===== config.mk =====
export PLATFORM = sky130hd
export DESIGN_NAME = song_writer
export DESIGN_NICKNAME = d
export VERILOG_FILES = /design/src/rtl/song_writer_pkg.sv /design/src/rtl/song_writer_gap.sv /design/src/rtl/song_writer.sv
export SDC_FILE = /design/constraint.sdc
export NUM_CORES = 1
export LEC_CHECK = 0
export CORE_MARGIN = 4
export CORE_UTILIZATION = 52
export CTS_CLUSTER_DIAMETER = 150
export DETAILED_ROUTE_END_ITERATION = 8
export PLACE_DENSITY = 0.85
export REMOVE_ABC_BUFFERS = 1
export SLEW_MARGIN = 20
export SYNTH_ARGS = -nofsm -noshare
export SYNTH_HDL_FRONTEND = slang
export SYNTH_SLANG_ARGS = --single-unit

===== constraint.sdc =====
create_clock -name clk -period 4.85 [get_ports clk]
set_input_delay 0.97 -clock clk [delete_from_list [all_inputs] [get_ports clk]]
set_output_delay 0.97 -clock clk [all_outputs]
set_load 0.01 [all_outputs]

===== src/rtl/song_writer_pkg.sv =====
// Shared song-memory definitions: field widths, word layout and writer FSM encodings.
// The TERM state exists only when SONG_WRITER_TERMINATOR_EN is defined.
package song_writer_pkg;

  localparam int SONG_WIDTH     = 5;   // word index bits within one song slot
  localparam int NOTE_WIDTH     = 6;
  localparam int DURATION_WIDTH = 6;
  localparam int SONG_WORDS     = 32;

  localparam int WORD_W   = 16;
  localparam int ADV_BIT  = 15;
  localparam int NOTE_LSB = 9;
  localparam int DUR_LSB  = 3;

  localparam logic [NOTE_WIDTH-1:0] GAP_MAX = '1;

  typedef enum logic [2:0] {
    IDLE    = 3'd0,
    ARMED   = 3'd1,
    CAPTURE = 3'd2,
    WR_ADV  = 3'd3,
    WR_NOTE = 3'd4,
    FULL    = 3'd5
`ifdef SONG_WRITER_TERMINATOR_EN
    , TERM  = 3'd6
`endif
  } state_t;

  // Advance words carry the gap in the note field and zero in the duration field.
  function automatic logic [WORD_W-1:0] pack_word(
    input logic                      adv,
    input logic [NOTE_WIDTH-1:0]     hi,
    input logic [DURATION_WIDTH-1:0] lo
  );
    logic [WORD_W-1:0] w;
    w = '0;
    w[ADV_BIT] = adv;
    w[NOTE_LSB +: NOTE_WIDTH] = hi;
    w[DUR_LSB +: DURATION_WIDTH] = lo;
    return w;
  endfunction

endpackage


===== src/rtl/song_writer_gap.sv =====
// Beat gap counter for the song writer: a saturating beat count held in a dffr register.
module dffr #(
  parameter int W = 1
) (
  input  logic         clk,
  input  logic         reset,
  input  logic [W-1:0] d,
  output logic [W-1:0] q
);

  always_ff @(posedge clk) begin
    if (reset) q <= '0;
    else       q <= d;
  end

endmodule

module beat_gap_counter
  import song_writer_pkg::*;
(
  input  logic                  clk,
  input  logic                  reset,
  input  logic                  en,
  input  logic                  clr,
  input  logic                  beat,
  output logic [NOTE_WIDTH-1:0] gap
);

  logic [NOTE_WIDTH-1:0] gap_d;

  function automatic logic [NOTE_WIDTH-1:0] sat_inc(input logic [NOTE_WIDTH-1:0] v);
    return (v == GAP_MAX) ? v : v + 1'b1;
  endfunction

  // A clear restarts the count, but a beat in the same cycle already belongs to the new gap.
  always_comb begin
    gap_d = gap;
    if (clr)              gap_d = {{(NOTE_WIDTH-1){1'b0}}, beat};
    else if (en && beat)  gap_d = sat_inc(gap);
  end

  dffr #(.W(NOTE_WIDTH)) u_gap_q (
    .clk   (clk),
    .reset (reset),
    .d     (gap_d),
    .q     (gap)
  );

endmodule


===== src/rtl/song_writer.sv =====
// Records note events into a song RAM slot as note and gap-advance words.
// Define SONG_WRITER_TERMINATOR_EN to append a zero terminator word when recording stops.
module song_writer
  import song_writer_pkg::*;
#(
  parameter int NOTE_W = 6
) (
  input  logic              clk,
  input  logic              reset,
  input  logic              record,
  input  logic [1:0]        song,
  input  logic              new_note,
  input  logic [NOTE_W-1:0] note,
  input  logic [NOTE_W-1:0] duration,
  input  logic              beat,
  output logic              note_ready,
  output logic              wr_en,
  output logic [6:0]        wr_addr,
  output logic [15:0]       wr_data,
  output logic              recording,
  output logic              song_full,
  output logic [5:0]        words_written
);

  localparam logic [SONG_WIDTH-1:0] IDX_LAST = '1;

`ifdef SONG_WRITER_TERMINATOR_EN
  localparam state_t STOP_ST = TERM;
`else
  localparam state_t STOP_ST = IDLE;
`endif

  state_t                    state, state_nx;
  logic                      record_q;
  logic [1:0]                song_q;
  logic [SONG_WIDTH-1:0]     idx;
  logic [NOTE_WIDTH-1:0]     note_q, gap_q, gap_cnt;
  logic [DURATION_WIDTH-1:0] dur_q;
  logic                      start, accept, gap_en, gap_beat;

  function automatic logic [5:0] ww_inc(input logic [5:0] v);
    return (v >= 6'(SONG_WORDS)) ? v : v + 6'd1;
  endfunction

  assign start     = (state == IDLE) && record && !record_q;
  assign accept    = note_ready && new_note;
  assign recording = (state != IDLE);
  assign wr_addr   = {song_q, idx};
  assign gap_en    = (state == CAPTURE) || (state == WR_ADV) || (state == WR_NOTE);
  assign gap_beat  = beat && !start;

  beat_gap_counter u_gap (
    .clk   (clk),
    .reset (reset),
    .en    (gap_en),
    .clr   (accept || start),
    .beat  (gap_beat),
    .gap   (gap_cnt)
  );

  always_comb begin
    state_nx   = state;
    note_ready = 1'b0;
    wr_en      = 1'b0;
    wr_data    = '0;
    case (state)
      IDLE: if (start) state_nx = ARMED;
      ARMED: begin
        note_ready = 1'b1;
        if (new_note)     state_nx = WR_NOTE;
        else if (!record) state_nx = STOP_ST;
      end
      CAPTURE: begin
        note_ready = 1'b1;
        if (new_note)     state_nx = (gap_cnt != '0) ? WR_ADV : WR_NOTE;
        else if (!record) state_nx = STOP_ST;
      end
      WR_ADV: begin
        wr_en    = 1'b1;
        wr_data  = pack_word(1'b1, gap_q, '0);
        state_nx = (idx == IDX_LAST) ? FULL : WR_NOTE;
      end
      // The pair always finishes; a dropped record is only honoured after the note word.
      WR_NOTE: begin
        wr_en   = 1'b1;
        wr_data = pack_word(1'b0, note_q, dur_q);
        if (idx == IDX_LAST) state_nx = FULL;
        else if (record)     state_nx = CAPTURE;
        else                 state_nx = STOP_ST;
      end
      FULL: if (!record) state_nx = IDLE;
`ifdef SONG_WRITER_TERMINATOR_EN
      TERM: begin
        wr_en    = (words_written < 6'(SONG_WORDS));
        state_nx = IDLE;
      end
`endif
      default: state_nx = IDLE;
    endcase
  end

  always_ff @(posedge clk) begin
    if (reset) begin
      state         <= IDLE;
      record_q      <= 1'b0;
      song_q        <= '0;
      idx           <= '0;
      note_q        <= '0;
      dur_q         <= '0;
      gap_q         <= '0;
      song_full     <= 1'b0;
      words_written <= '0;
    end else begin
      state    <= state_nx;
      record_q <= record;
      if (start) begin
        song_q        <= song;
        idx           <= '0;
        words_written <= '0;
        song_full     <= 1'b0;
      end else begin
        if (wr_en) begin
          idx           <= idx + 1'b1;
          words_written <= ww_inc(words_written);
        end
        if (state_nx == FULL) song_full <= 1'b1;
      end
      if (accept) begin
        note_q <= NOTE_WIDTH'(note);
        dur_q  <= DURATION_WIDTH'(duration);
        gap_q  <= gap_cnt;
      end
    end
  end

endmodule

==> qor.csv, run 1 <==
metric,value,unit
comb_power_share,0.086,
numClockSinks,42,
powerDensity,292.4,nW/um^2
hold_viol,0,
drc,0,
vias_per_cell,5.578,
critPathTopFamily,simple AND/OR/NAND/NOR gates,
critical_path_class,reg -> out,
cts_made_buffers,5,
wire_per_inst,14.38,um
max_freq,298.2,MHz
intPower,0.6041,mW
p_leak,0.9602,nW
core,3716,um^2
cts-root-buf,clkbuf_8,
slowest_delay,0.73,ns
postCtsSetupBuffers,0,
ys_ff_latch,42,
fin_tns_setup,0,ns
worst_hold_path_type,reg -> reg,
cts_hold_buffers,0,
antenna_cells,0,
antenna_found_initial,0,
syn_area,2027,um^2
power,0.7669,mW
finalCritPeriodShare,0.6914,
maxCapViolCount,0,
yosysMostFrequentCell,dfxtp_1,
die_y,70.44,um
rsz0062_at_grt,false,
switchingPower,0.1628,mW
num-fill-cells,296,
fp.dieW,70.44,um
path_buf_inv,1,
synth_top_cell_by_area,dfxtp_1,
dr_total_vias,1813,
synth_common_cells,"42 x dfxtp_1, 40 x nand2_1, 23 x a21oi_1",
pin_count,52,
post_cts_resize_count,0,
yosysSeqAreaShare,0.4148,
period_needed,3.353,ns
first_global_vias,1750,
clockPowerShare,0.446,
swShare,0.2123,
cp_max_fo,17,
cp.required,3.88,ns
grt_max_degree,26,
gp_congestion,0.8516,
ys_warn_count,0,
sequentialPowerShare,0.468,
start_kind,flop,
clock_latency,0.30,ns
drt_first_pass_iters,4,
fin_worst_skew,0.007065,ns
multiInputGateArea,1061,um^2
grt_overflow,0,
path_clk_slew,0.08,ns
async_reset_ff_frac,0,
htree_levels,2,
utilization,0.7057,
yosysTopAreaCellShare,0.4148,
finalWirelength,4.673,mm
ant_nets,0,
nNetsFinal,301,
area_growth,29.38,%
drive_above_1_share,0.06859,
portBuffers,48,
cts_tree,yes,
synth_edf_count,0,
synthCells,235,
row_count,22,
seqCellArea,840.8,um^2
cp.arrival,2.38,ns
cpMaxStageDelayCell,nor3b_4,
grt_usage,0.2006,
die_area,4961,um^2
setup_viol,0,
slew-limit-headroom,0.4849,
ir_worst_vdd,0.2013,mV
syn_area_per_cell,8.625,um^2
clockBufferDepth,2,
place_hpwl,3.240,mm
drtIter0Drc,96,
synth_flop_cell,dfxtp_1,
crit_chain,"nor3b_4, a22o_1, clkdlybuf4s50_1",
grt_first_pass_wirelength,8.045,mm
finalMaxSlewViolations,0,
start_util,0.5455,
endpoint_kind,output pin,
synthTopCellsByArea,"dfxtp_1 41%, nand2_1 7.4%, a21oi_1 5.7%",
status,finished clean,
max_slew.worst_pin.slew,0.7719,ns
ys_types,45,
-- worst min-delay path, delay by kind of cell, from the launching register on --
kind / cells / cell delay, ns
DFF: 1 / 0.31
and+or+nand+nor: 1 / 0.05
AOI/OAI and AO/OA: 1 / 0.05
-- cell families (layout without fill, tap and decap cells) --
| family | after synthesis | in the layout | synth area share |
|---|---|---|---|
| muxes | 7 | 7 | 0.03457 |
| buffers and inverters | 25 | 65 | 0.06543 |
| adders and majority gates | 6 | 6 | 0.03704 |
| DFF | 42 | 42 | 0.4148 |
| AOI/OAI and AO/OA | 52 | 52 | 0.1772 |
| other | 1 | 3 | 0.001850 |
| and+or+nand+nor | 93 | 93 | 0.2302 |
| xor gates and xnor gates | 9 | 9 | 0.03889 |
-- stage by stage --
stage	cell area, um^2	std cells	hold WS [ns]	setup slack (ns)
after detailed placement	2480	317	0.4461	1.897
after floorplan	1932	220	0.4257	2.648
after global routing	2623	325	0.4717	1.374
after global placement	2480	317	0.4425	1.949
after CTS	2623	325	0.4576	1.537
final	2623	325	0.4546	1.497
-- placed cells by master, fill, tap and decap left out, types with 3 or more instances in the layout --
| master | n |
|---|---|
| clkbuf_8 | 6 |
| o21ai_0 | 5 |
| nand3_1 | 5 |
| inv_1 | 8 |
| mux2i_1 | 7 |
| xnor2_1 | 5 |
| nor2b_1 | 3 |
| a22o_1 | 6 |
| xor2_1 | 4 |
| nand2_1 | 40 |
| or3_1 | 4 |
| a21oi_2 | 3 |
| dfxtp_1 | 42 |
| a211oi_1 | 3 |
| ha_1 | 6 |
| clkdlybuf4s50_1 | 48 |
| nor2_1 | 17 |
| and3_1 | 3 |
| a21oi_1 | 23 |
| conb_1 | 3 |
| and2_1 | 7 |
-- path summary, 6_finish.rpt --
kind | start | to | slack, ns | cells after the start
max | state[2] | wr_data[9] | 1.50 | 3
min | dur_q[0] | dur_q[0] | 0.45 | 2
max reg2reg | state[2] | u_gap.u_gap_q.q[5] | 2.55 | 4
min reg2reg | dur_q[0] | dur_q[0] | 0.45 | 2
-- metal layers --
| layer | GRT usage | routed length (um) | share of wire |
|---|---|---|---|
| met5 | 0 | 0 | 0 |
| met4 | 0.08298 | 74 | 0.016 |
| met3 | 0.05612 | 232 | 0.050 |
| met2 | 0.3254 | 2219 | 0.47 |
| met1 | 0.2482 | 2146 | 0.46 |
-- sequential cells by signal, summed over array words and instances (netlist names) --
register / cells
words_written: 6
u_gap.u_gap_q.q: 6
song_full: 1
gap_q: 6
note_q: 6
song_q: 2
record_q: 1
dur_q: 6
idx: 5
state: 3
-- final cells by class --
cell class                 count  area share
multi-input combinational    170      0.4046
sequential                    42      0.3206
timing repair buffer          49      0.1861
clock buffer                   6     0.03149
clock inverter                 2     0.02290
tap                           48     0.02290
inverter                       8     0.01145
-- power by group through the flow --
stage	Clock, mW	Sequential (mW)	Combinational (mW)
final	0.342	0.359	0.0658
after global placement	0	0.367	0.0643
after detailed placement	0	0.367	0.0653
after floorplan	0	0.366	0.0311
after global routing	0.363	0.360	0.0720
after CTS	0.349	0.359	0.0660
No activity file was read; power rests on OpenSTA's default activity.
==> run 2, diff against run 1 <==
--- a/config.mk
+++ b/config.mk
@@ -6,10 +6,10 @@
 export NUM_CORES = 1
 export LEC_CHECK = 0
 export CORE_MARGIN = 4
-export CORE_UTILIZATION = 52
+export CORE_UTILIZATION = 44
 export CTS_CLUSTER_DIAMETER = 150
 export DETAILED_ROUTE_END_ITERATION = 8
-export PLACE_DENSITY = 0.85
+export PLACE_DENSITY = 0.77
 export REMOVE_ABC_BUFFERS = 1
 export SLEW_MARGIN = 20
 export SYNTH_ARGS = -nofsm -noshare
==> constraint.sdc (replaced) <==
create_clock -name clk -period 2.7 [get_ports clk]
set_input_delay 0.54 -clock clk [delete_from_list [all_inputs] [get_ports clk]]
set_output_delay 0.54 -clock clk [all_outputs]
set_load 0.01 [all_outputs]
==> run 2 against run 1 <==
Compared with the run above:
- clock skew about the same
- sequential share of layout area increased by 0.17 points
- non-clock buffer count increased by 5
- highest routed layer unchanged
- clock-buffer cell count increased by 1
- clock power increased by 20%
- register-to-register slack got worse by 1.7 ns
- die area increased by 16%
==> qor.csv, run 2 (same netlist as run 1, synthesis figures left out) <==
metric,value,unit
row_count,24,
drtIter0Drc,144,
slew-limit-headroom,0.6773,
start_util,0.4592,
cts-root-buf,clkbuf_8,
dr_total_vias,1726,
antenna_found_initial,0,
fp.dieW,75.87,um
cp_max_fo,11,
fin_tns_setup,0,ns
ir_worst_vdd,0.3360,mV
die_y,75.87,um
nNetsFinal,306,
drt_first_pass_iters,4,
layout_common_cells,"48 x clkdlybuf4s50_1, 40 x nand2_1, 40 x dfxtp_1, 23 x a21oi_1, 17 x nor2_1",
max_freq,391.1,MHz
hold_viol,0,
r2r_slack,0.82,ns
swShare,0.2340,
final_common_cell,clkdlybuf4s50_1,
gp_congestion,0.8538,
start_kind,flop,
wire_per_inst,13.02,um
rsz0062_at_grt,false,
finalWirelength,4.350,mm
cts_tree,yes,
utilization,0.5927,
place_hpwl,3.203,mm
first_global_vias,1528,
endpoint_kind,output pin,
portBuffers,48,
critical_path_class,reg -> out,
intPower,0.9007,mW
switchingPower,0.2751,mW
sequentialPowerShare,0.547,
powerDensity,449.4,nW/um^2
core,4414,um^2
fin_worst_skew,0.007004,ns
grt_max_degree,25,
setup_viol,0,
drc,0,
worst_hold_path_type,reg -> reg,
clockBufferDepth,2,
cts_made_buffers,5,
vias_per_cell,5.168,
die_area,5756,um^2
drive_above_1_share,0.09220,
postCtsSetupBuffers,0,
antenna_cells,0,
power,1.176,mW
finalCritPeriodShare,0.9471,
htree_levels,2,
numClockSinks,42,
clockPowerShare,0.349,
comb_power_share,0.104,
p_leak,0.9612,nW
cp.arrival,2.02,ns
finalMaxSlewViolations,0,
period_needed,2.557,ns
grt_overflow,0,
layout.cells.non_filler,334,
grt_first_pass_wirelength,6.803,mm
dp_cells,326,
status,finished clean,
clock_latency,0.29,ns
area_growth,29.07,%
cp.required,2.16,ns
maxCapViolCount,0,
pin_count,52,
fin_hold_ws,0.4498,ns
path_clk_slew,0.08,ns
max_slew.worst_pin.slew,0.4718,ns
ant_nets,0,
grt_usage,0.1551,
-- run 2: changes by cell type in the layout (fill, tap and decap cells not counted), sizes merged --
cell | previous run | this run
bufinv | 2 | 0
clkinv | 0 | 1
buf | 1 | 6
clkbuf | 6 | 7
-- run 2: power groups by stage --
stage | Sequential (mW) | Clock [mW] | Combinational (mW)
3_5_place_dp | 0.658 | 0 | 0.123
3_3_place_gp | 0.657 | 0 | 0.122
5_1_grt | 0.645 | 0.451 | 0.134
6_report | 0.643 | 0.410 | 0.122
2_1_floorplan | 0.657 | 0 | 0.0559
4_1_cts | 0.643 | 0.429 | 0.124
-- run 2: per-stage QoR --
stage / cell area (um^2) / worst slack, ns
after floorplan: 1932 / 0.8384
after global placement: 2522 / 0.3178
after detailed placement: 2522 / 0.2848
after CTS: 2614 / 0.02079
after global routing: 2616 / 0.06375
final: 2616 / 0.1428
-- run 2: path summary, 6_finish.rpt --
| check | from | endpoint | depth (start not counted) |
|---|---|---|---|
| setup reg to reg | idx[0] | song_full | 7 |
| hold reg to reg | dur_q[1] | dur_q[1] | 2 |
| setup / recovery | state[1] | wr_en | 4 |
| hold / removal | dur_q[1] | dur_q[1] | 2 |
-- run 2: routing by layer --
metal | track usage | wire [um] | part of all wire
met5 | 0 | 0 | 0
met4 | 0.06602 | 59 | 0.014
met3 | 0.03826 | 284 | 0.065
met2 | 0.2490 | 2016 | 0.46
met1 | 0.1974 | 1990 | 0.46
-- run 2: cell type report --
type / count / area (um^2)
Clock buffer: 7 / 86.33
Clock inverter: 1 / 5.005
Fill cell: 415 / 1798
Inverter: 8 / 30.03
Multi-Input combinational cell: 170 / 1061
Sequential cell: 42 / 843.3
Tap cell: 52 / 65.06
Timing Repair Buffer: 54 / 525.5
-- run 2: repair_timing --
| item | 4_1_cts | 5_1_grt |
|---|---|---|
| gates resized for setup | 1 | 2 |
| hold buffers | 0 | 0 |
| setup endpoints to repair | 6 | 7 |
| pin swaps | 0 | 0 |
| hold endpoints to repair | 0 | 0 |
-- run 2: worst max-delay path: stages, from the launching register on --
cell	delay [ns]
dfxtp_1	0.31
buf_4	0.17
or3b_2	0.51
nand2_2	0.17
clkdlybuf4s50_1	0.56
